### src/rtl/tea_pkg.sv
// Shared constants, state encoding and helpers for the iterative TEA engine.
package tea_pkg;

   localparam logic [31:0] DELTA_DEFAULT = 32'h9E3779B9;

   typedef enum logic [1:0] {
      IDLE = 2'd0,
      RUN  = 2'd1,
      DONE = 2'd2
   } state_t;

   // Key word indices: k0 is the most significant 32 bits of the key.
   localparam int unsigned K0 = 0;
   localparam int unsigned K1 = 1;
   localparam int unsigned K2 = 2;
   localparam int unsigned K3 = 3;

   // Starting sum for decryption: DELTA*ROUNDS, wrapped to 32 bits.
   function automatic logic [31:0] delta_times_rounds(input logic [31:0] delta,
                                                      input int unsigned rounds);
      return delta * 32'(rounds);
   endfunction

   function automatic logic [31:0] key_word(input logic [127:0] key,
                                            input int unsigned idx);
      return key[127 - 32*idx -: 32];
   endfunction

endpackage

### src/rtl/tea_cycle.sv
// One full TEA cycle (two Feistel half-rounds), purely combinational.
module tea_cycle
   import tea_pkg::*;
#(
   parameter logic [31:0] DELTA = DELTA_DEFAULT
) (
   input  logic [31:0]  i_v0,
   input  logic [31:0]  i_v1,
   input  logic [127:0] i_key,
   input  logic [31:0]  i_sum,
   input  logic         i_encrypt,
   output logic [31:0]  o_v0,
   output logic [31:0]  o_v1,
   output logic [31:0]  o_sum
);

   logic [31:0] w_k0, w_k1, w_k2, w_k3;
   logic [31:0] w_s;

   assign w_k0 = key_word(i_key, K0);
   assign w_k1 = key_word(i_key, K1);
   assign w_k2 = key_word(i_key, K2);
   assign w_k3 = key_word(i_key, K3);

   function automatic logic [31:0] f_mix(input logic [31:0] x,
                                         input logic [31:0] a,
                                         input logic [31:0] b,
                                         input logic [31:0] s);
      return ((x << 4) + a) ^ (x + s) ^ ((x >> 5) + b);
   endfunction

   // Encrypt advances the sum before mixing; decrypt mixes with the current sum then retreats it.
   always_comb begin
      w_s   = i_sum + DELTA;
      o_v0  = i_v0;
      o_v1  = i_v1;
      o_sum = i_sum;
      if (i_encrypt) begin
         o_v0  = i_v0 + f_mix(i_v1, w_k0, w_k1, w_s);
         o_v1  = i_v1 + f_mix(o_v0, w_k2, w_k3, w_s);
         o_sum = w_s;
      end else begin
         o_v1  = i_v1 - f_mix(i_v0, w_k2, w_k3, i_sum);
         o_v0  = i_v0 - f_mix(o_v1, w_k0, w_k1, i_sum);
         o_sum = i_sum - DELTA;
      end
   end

endmodule

### src/rtl/tea_iter_core.sv
// Iterative TEA engine: UNROLL cycles per clock, ROUNDS cycles per block,
// valid/ready handshake on input and output.
module tea_iter_core
   import tea_pkg::*;
#(
   parameter int unsigned ROUNDS = 32,
   parameter int unsigned UNROLL = 1,
   parameter logic [31:0] DELTA  = DELTA_DEFAULT
) (
   input  logic         clk,
   input  logic         rst,
   input  logic         in_valid,
   output logic         in_ready,
   input  logic         encrypt,
   input  logic [127:0] key,
   input  logic [31:0]  in_v0,
   input  logic [31:0]  in_v1,
   output logic         out_valid,
   input  logic         out_ready,
   output logic [31:0]  out_v0,
   output logic [31:0]  out_v1,
   output logic         busy
);

   localparam int unsigned NSTEP    = ROUNDS / UNROLL;
   localparam int unsigned CNT_W    = (NSTEP < 2) ? 1 : $clog2(NSTEP + 1);
   localparam logic [31:0] DEC_SUM0 = delta_times_rounds(DELTA, ROUNDS);

   state_t             r_state;
   logic [CNT_W-1:0]   r_cnt;
   logic [31:0]        r_sum;
   logic [31:0]        r_v0;
   logic [31:0]        r_v1;
   logic [127:0]       r_key;
   logic               r_enc;
   logic [31:0]        r_out0;
   logic [31:0]        r_out1;

   logic [31:0]        w_v0  [0:UNROLL];
   logic [31:0]        w_v1  [0:UNROLL];
   logic [31:0]        w_sum [0:UNROLL];

   assign w_v0[0]  = r_v0;
   assign w_v1[0]  = r_v1;
   assign w_sum[0] = r_sum;

   for (genvar g = 0; g < UNROLL; g++) begin : g_cycle
      tea_cycle #(
         .DELTA(DELTA)
      ) u_cycle (
         .i_v0      (w_v0[g]),
         .i_v1      (w_v1[g]),
         .i_key     (r_key),
         .i_sum     (w_sum[g]),
         .i_encrypt (r_enc),
         .o_v0      (w_v0[g+1]),
         .o_v1      (w_v1[g+1]),
         .o_sum     (w_sum[g+1])
      );
   end

   // Control FSM plus working state; the result is copied to separate output
   // registers so out_v0/out_v1 stay put while the next block is running.
   always_ff @(posedge clk or posedge rst) begin
      if (rst) begin
         r_state <= IDLE;
         r_cnt   <= '0;
         r_sum   <= '0;
         r_v0    <= '0;
         r_v1    <= '0;
         r_key   <= '0;
         r_enc   <= 1'b0;
         r_out0  <= '0;
         r_out1  <= '0;
      end else begin
         case (r_state)
            IDLE: begin
               if (in_valid) begin
                  r_enc   <= encrypt;
                  r_key   <= key;
                  r_v0    <= in_v0;
                  r_v1    <= in_v1;
                  r_sum   <= encrypt ? '0 : DEC_SUM0;
                  r_cnt   <= CNT_W'(NSTEP);
                  r_state <= RUN;
               end
            end
            RUN: begin
               r_v0  <= w_v0[UNROLL];
               r_v1  <= w_v1[UNROLL];
               r_sum <= w_sum[UNROLL];
               r_cnt <= r_cnt - CNT_W'(1);
               if (r_cnt == CNT_W'(1)) begin
                  r_out0  <= w_v0[UNROLL];
                  r_out1  <= w_v1[UNROLL];
                  r_state <= DONE;
               end
            end
            DONE: begin
               if (out_ready) begin
                  r_state <= IDLE;
               end
            end
            default: r_state <= IDLE;
         endcase
      end
   end

   assign in_ready  = (r_state == IDLE);
   assign busy      = (r_state == RUN);
   assign out_valid = (r_state == DONE);
   assign out_v0    = r_out0;
   assign out_v1    = r_out1;

endmodule

### config.mk
export PLATFORM = sky130hd
export DESIGN_NAME = tea_iter_core
export DESIGN_NICKNAME = d
export VERILOG_FILES = /design/src/rtl/tea_pkg.sv /design/src/rtl/tea_cycle.sv /design/src/rtl/tea_iter_core.sv
export SDC_FILE = /design/constraint.sdc
export NUM_CORES = 2
export LEC_CHECK = 0
export CORE_ASPECT_RATIO = 1.1
export CORE_UTILIZATION = 60
export DETAILED_ROUTE_END_ITERATION = 10
export PLACE_DENSITY = 0.77
export SLEW_MARGIN = 20
export SYNTH_ARGS = -nofsm -noshare
export SYNTH_HDL_FRONTEND = slang
export SYNTH_SLANG_ARGS = --single-unit
### constraint.sdc
create_clock -name clk -period 12.9 [get_ports clk]
set_clock_uncertainty 0.15 [all_clocks]
set_input_delay 2.58 -clock clk [delete_from_list [all_inputs] [get_ports clk]]
set_output_delay 2.58 -clock clk [all_outputs]
set_load 0.05 [all_outputs]
## Word-level counts from Yosys, hierarchy flattened

Cells that the tools add are included.

- Flip-flop bits (word level): 297
- Bits in latches: 0
- RAM bits: 0
- Memory bits (read-only): 0
- Input bits: 197
- Output and inout bits: 67
- Memories: 0

- Add/sub/neg operators: 19
- Multipliers: 0
- Divide/modulo/power cells: 0
- $lt $le $gt $ge: 0
- Equality and inequality tests: 6
- Shifts and indexed selects: 0
- Multiplexer cells: 16
- Bitwise gates (word level): 8
- Reductions and logical operators: 6

Operators with widths:

| kind | count |
|---|---|
| $add 32x32->32 | 10 |
| $xor 32x32->32 | 8 |
| $mux 32 | 7 |
| $pmux 32 s2 | 3 |
| $add 27x32->32 | 4 |
| $sub 32x32->32 | 2 |
| $add 32x32->32 const B | 1 |
| $sub 32x32->32 const B | 1 |
| $pmux 6 s2 | 1 |
| $eq 6x1->1 const B | 1 |
| $mux 2 | 3 |
| $mux 6 | 1 |
| $pmux 2 s3 | 1 |
| $reduce_and 2->1 | 3 |
| $sub 6x1->6 const B | 1 |
| $ne 2x1->1 const B | 2 |
| $reduce_and 3->1 | 1 |
| $eq 2x1->1 const B | 1 |
| $eq 2x2->1 const B | 1 |
| $logic_not 2->1 | 1 |
| $ne 2x2->1 const B | 1 |
| $reduce_bool 2->1 | 1 |

## Logic depth before layout (Yosys ltp)

- Word-level depth: 11
- Depth in mapped cells: 47
- Mapped depth without buffers: 46

## Hierarchy

A second synthesis with hierarchy kept.

- Cell total of the unflattened synthesis: 4588
- Area total of the unflattened synthesis: 37342.1 µm²

By module, submodules not included:

| module | times used | cells each | area an instance (µm²) | seq. area each (µm²) |
|---|---|---|---|---|
| tea_cycle | 1 | 3485 | 25715.9 | 0.0 |
| tea_iter_core | 1 | 1103 | 11626.2 | 7432.1 |

## Least setup slack after synthesis

No wires, ideal clock.

- Path kind: reg2reg
- Start: register r_sum[1]
- End: register r_v1[31]
- Library setup time: 128 ps
- Data arrival time: 9096 ps
- Path slack: 3526 ps
- Cell stages (with the launch flop): 44
- Buffers on the path: 1
- Clock period less this slack: 9374 ps
- Cells stage by stage: dfrtp_1 -> ha_1 -> a2111oi_4 -> or2b_1 -> nor2b_1 -> xor2_1 -> ha_1 -> inv_1 -> a311oi_1 -> nand2b_1 -> a21o_1 -> a21oi_1 -> xnor2_1 -> xnor2_1 -> ha_1 -> a21o_1 -> a21oi_1 -> o21ai_0 -> [... 8 more ...] -> a31oi_1 -> xnor2_1 -> xnor2_1 -> xnor2_1 -> ha_1 -> a21o_1 -> a21oi_1 -> o21bai_1 -> a21o_1 -> a21o_1 -> a221oi_1 -> o211a_1 -> nor3b_1 -> o211a_1 -> a311oi_1 -> xnor2_1 -> mux2i_1 -> nand2_1

- Word-level cells in the longest chain between the ends: 11
- Elaborated cells on any way between the ends: 17
- Those cells by class: 9 x add/sub; 2 x mux; 6 x bitwise

RTL lines:

| what | line | RTL |
|---|---|---|
| start, declared | tea_iter_core.sv:31 | `logic [31:0] r_sum;` |
| start signal, assigned | tea_iter_core.sv:83 | `r_sum <= encrypt ? '0 : DEC_SUM0;` |
| start signal, assigned | tea_iter_core.sv:91 | `r_sum <= w_sum[UNROLL];` |
| $add 32x32->32 | tea_cycle.sv:34 | `w_s = i_sum + DELTA;` |
| $add 32x32->32 | tea_cycle.sv:29 | `return ((x << 4) + a) ^ (x + s) ^ ((x >> 5) + b);` |
| $xor 32x32->32 (2 in series) | tea_cycle.sv:29 |  |
| $add 32x32->32 | tea_cycle.sv:39 | `o_v0 = i_v0 + f_mix(i_v1, w_k0, w_k1, w_s);` |
| $add 32x32->32 | tea_cycle.sv:29 |  |
| $xor 32x32->32 (2 in series) | tea_cycle.sv:29 |  |
| $add 32x32->32 | tea_cycle.sv:40 | `o_v1 = i_v1 + f_mix(o_v0, w_k2, w_k3, w_s);` |
| $mux 32 (*) | tea_cycle.sv:38 | `if (i_encrypt) begin` |
| $pmux 32 s2 (*) | tea_iter_core.sv:76 | `case (r_state)` |
| end signal, assigned | tea_iter_core.sv:82 | `r_v1 <= in_v1;` |
| end signal, assigned | tea_iter_core.sv:90 | `r_v1 <= w_v1[UNROLL];` |
| end, declared | tea_iter_core.sv:33 | `logic [31:0] r_v1;` |

Every way passes the cells marked *; elsewhere a longest branch is shown, timed or not.
A chain may end at the register's enable or synchronous reset.

## Worst setup path in the final report

Ends and elaborated chain as after synthesis.

==> impl_results.md <==
* Total wirelength of the detailed-routed design at 132 mm
* Largest net degree at the start of global routing at 109
* Wire length of the first global-routing pass at 197 mm
* CTS hold repair buffers at 0
* Clk Tree Root Cell: clkbuf_16
* TritonCTS clock tree: built
* Required time at the endpoint of the critical path at 13,210 ps
* Reg2Reg Capture Point: r_v1[31]$_DFFE_PP0P_
* Critical hold path startpoint: out_v0[30]$_DFFE_PP0P_
* Width of the die at 238 um
* Final std cells w/o fill at 5,583
* Ys async rst share at 1.00
* Post-CTS clock slew at the launch and capture registers of the worst setup and hold paths at 60 ps
* Top-level port count at 264
* Post-place setup slack at 1700 ps
* Antenna violations before repair at 2
* Maximum number of buffers from clock root to sink at 3
* # H-tree levels at 2
* Cell taking the most area after synthesis: dfrtp_1
* Number of nets in the synthesized netlist at 5,243
* Depth of the worst register-to-register path at 41
* Overflow after GRT at 0
* Setup repair after global routing missed its margin: no
* Core area at 0.0601 mm^2
* Site Rows at 94
* Via density per instance at 6.42
* Slowest-stage cell, CP: o41ai_1
* Final worst path period share at 0.890
* Detailed Route Iter0 Violations at 3,971
* Top fanout value on the critical path at 8
* Area growth syn-to-layout at 12.5%
* Area share of the largest cell type after synthesis at 0.203
* Most common cell after layout, fill and taps aside: nand2_1
* Worst skew pair latency at 580 ps
* Total of max-cap violations at 0
* Final Hold Viols at 0
* Number of global-route vias before repair at 33,300
* Critical path data arrival time at 11,780 ps
* Post-detailed-route wirelength per cell at 23.6 um
* Synthesized netlist cell count at 4,545
* Average footprint of a synthesized cell at 8.06 um^2
* Share of cells above drive strength 1 at 0.0296
* Number of flip-flops and latches in the synthesized netlist at 297
* Total negative slack at 0 ps
* Final instance area at 0.0412 mm^2
* Die footprint at 0.0621 mm^2
* Post-synth design cell area at 0.0366 mm^2
* Run status: complete, no violations
* Sink Count at 297
* Layout filler cell count at 5,162
* Yosys synthesis warning count at 0
* Y dimension of the die at 261 um
* Measured slew at the worst slew-check pin at 1120 ps
* Fin worst setup slack at 1420 ps
* Endpoint with the worst hold slack: out_v0[30]$_DFFE_PP0P_
* Starting utilization of the core area at 0.610
* Number of enable-type register cells in the synthesized netlist at 0
* CP Launch Type: register
* Max-slew violation count at 0
* Cell with the most instances on the worst path: xnor2_1
* Count of TritonRoute iterations in the first routing pass at 8
* Routed via count at 35,900
* Top cells by area in the synthesized netlist: dfrtp_1 20%, ha_1 17%, xnor2_1 14%, nand2_1 6.9%, a21oi_1 5.2%
* TritonCTS buffer count at 35
* Cell variety after synth at 88
* Commonest cells after routing, fill and taps aside: 672 x nand2_1, 600 x xnor2_1, 485 x ha_1
* Cell family with the largest share of critical-path delay: compound AO/OA/AOI/OAI gates
* Tot GR Track Use at 0.416
* Final Net Count at 5,438
* Largest incremental delay on the critical path at 920 ps
* Setup Crit Path Kind: register to register
* Setup violation total in the final timing report at 0
* # DRC at 0
* Achievable frequency at 87.1 MHz
* Critical path buffers and inverters at 1
* Setup slack on the worst flop-to-flop path at 1420 ps
* Critical R2R Launch: r_sum[1]$_DFFE_PP0P_
* Worst hold path cell count at 2
* Worst min-delay path class: register to register
* Post-DP HPWL at 106 mm
* Headroom to the max-slew limit at 0.232
* Post-CTS Setup Inserts at 0
* Number of buffers inserted by port buffering at 263
* Most instantiated flip-flop cell in the synthesis netlist: dfrtp_1
* Cell Area, Placed at 0.0400 mm^2
* Post-CTS sizing at 0
* RePlAce Congestion at 1.04
* Element type at the critical path end: register
* Number of placed instances with taps included at 5,519
* Tmin final at 11,480 ps
* Share of synthesized area occupied by flip-flops and latches at 0.203
* Detail Route Antenna Nets at 0
## worst max path at each step
stage                               from  slack, ps  cells after the start                     end
floorplan                            rst       1970                      1   out_v0[0]$_DFFE_PP0P_
global placement    r_sum[1]$_DFFE_PP0P_       2080                     41    r_v1[31]$_DFFE_PP0P_
detailed placement  r_sum[1]$_DFFE_PP0P_       1700                     41    r_v1[31]$_DFFE_PP0P_
CTS                 r_sum[1]$_DFFE_PP0P_       1670                     41    r_v1[31]$_DFFE_PP0P_
global route        r_sum[1]$_DFFE_PP0P_        920                     41  out_v1[31]$_DFFE_PP0P_
finish              r_sum[1]$_DFFE_PP0P_       1420                     41    r_v1[31]$_DFFE_PP0P_
## logic make-up (layout without fill, tap and decap cells)
| family | count (synthesis) | count (layout) | share of synthesized area |
|---|---|---|---|
| AOI/OAI and AO/OA | 1416 | 1416 | 0.247 |
| and+or+nand+nor | 1305 | 1305 | 0.159 |
| xor gates and xnor gates | 735 | 735 | 0.179 |
| adders and majority gates | 501 | 501 | 0.174 |
| DFF | 297 | 297 | 0.203 |
| buffers and inverters | 247 | 468 | 0.0254 |
| muxes | 44 | 44 | 0.0124 |
| other | 0 | 1 | 0 |
## through the flow
step	hold WS [ps]	utilization
2_1_floorplan	296	-
3_3_place_gp	311	0.666
3_5_place_dp	320	0.666
4_1_cts	330	0.686
5_1_grt	347	0.686
6_report	330	0.686
## per-layer routing
| layer | global-route usage | routed length (um) | vias to the layer above |
|---|---|---|---|
| li1 | - | - | 16700 |
| met1 | 0.601 | 57600 | 17000 |
| met2 | 0.619 | 54200 | 1916 |
| met3 | 0.102 | 16500 | 253 |
| met4 | 0.0984 | 3310 | 2 |
| met5 | 0 | 13 | - |
## worst register-to-register path: cells and delay by family, from the launching register on
family | cells | cell delay, ps
AO/OA/AOI/OAI | 18 | 5890
XOR/XNOR | 10 | 1960
adder cells (fa/ha/maj) | 5 | 1810
buffers and inverters | 1 | 60
flip-flops | 1 | 480
multiplexers | 1 | 260
AND/OR/NAND/NOR | 6 | 770
## Yosys cell counts (64+ instances only)
master	count
xnor2_1	600
a21o_1	209
o21ai_0	338
o21a_1	64
nand3_1	67
dfrtp_1	297
nor3_1	71
ha_1	485
o21bai_1	72
xor2_1	127
nand2_1	674
a21oi_1	379
nor2_1	217
inv_1	123
clkbuf_1	107
## layout make-up
type / count / area [um^2] / share of cell area
clock buffers: 50 / 1050 / 0.0256
flip-flops and latches: 297 / 7440 / 0.180
multi-input cells: 4001 / 28300 / 0.687
clock inverters: 13 / 161 / 0.00392
repair buffers: 281 / 2770 / 0.0671
inverters: 124 / 473 / 0.0115
well taps: 816 / 1020 / 0.0248
diodes: 1 / 2.50 / 0.0000607
## sequential cells by signal (all words and copies together), names as in the netlist
| register | cells |
|---|---|
| r_v1 | 32 |
| out_v1 | 32 |
| r_sum | 32 |
| r_state | 2 |
| r_key | 128 |
| out_v0 | 32 |
| r_v0 | 32 |
| r_enc | 1 |
| r_cnt | 6 |
Power is not shown: default switching activity piles up to over one toggle a cycle in this logic, so the estimate is an artifact.
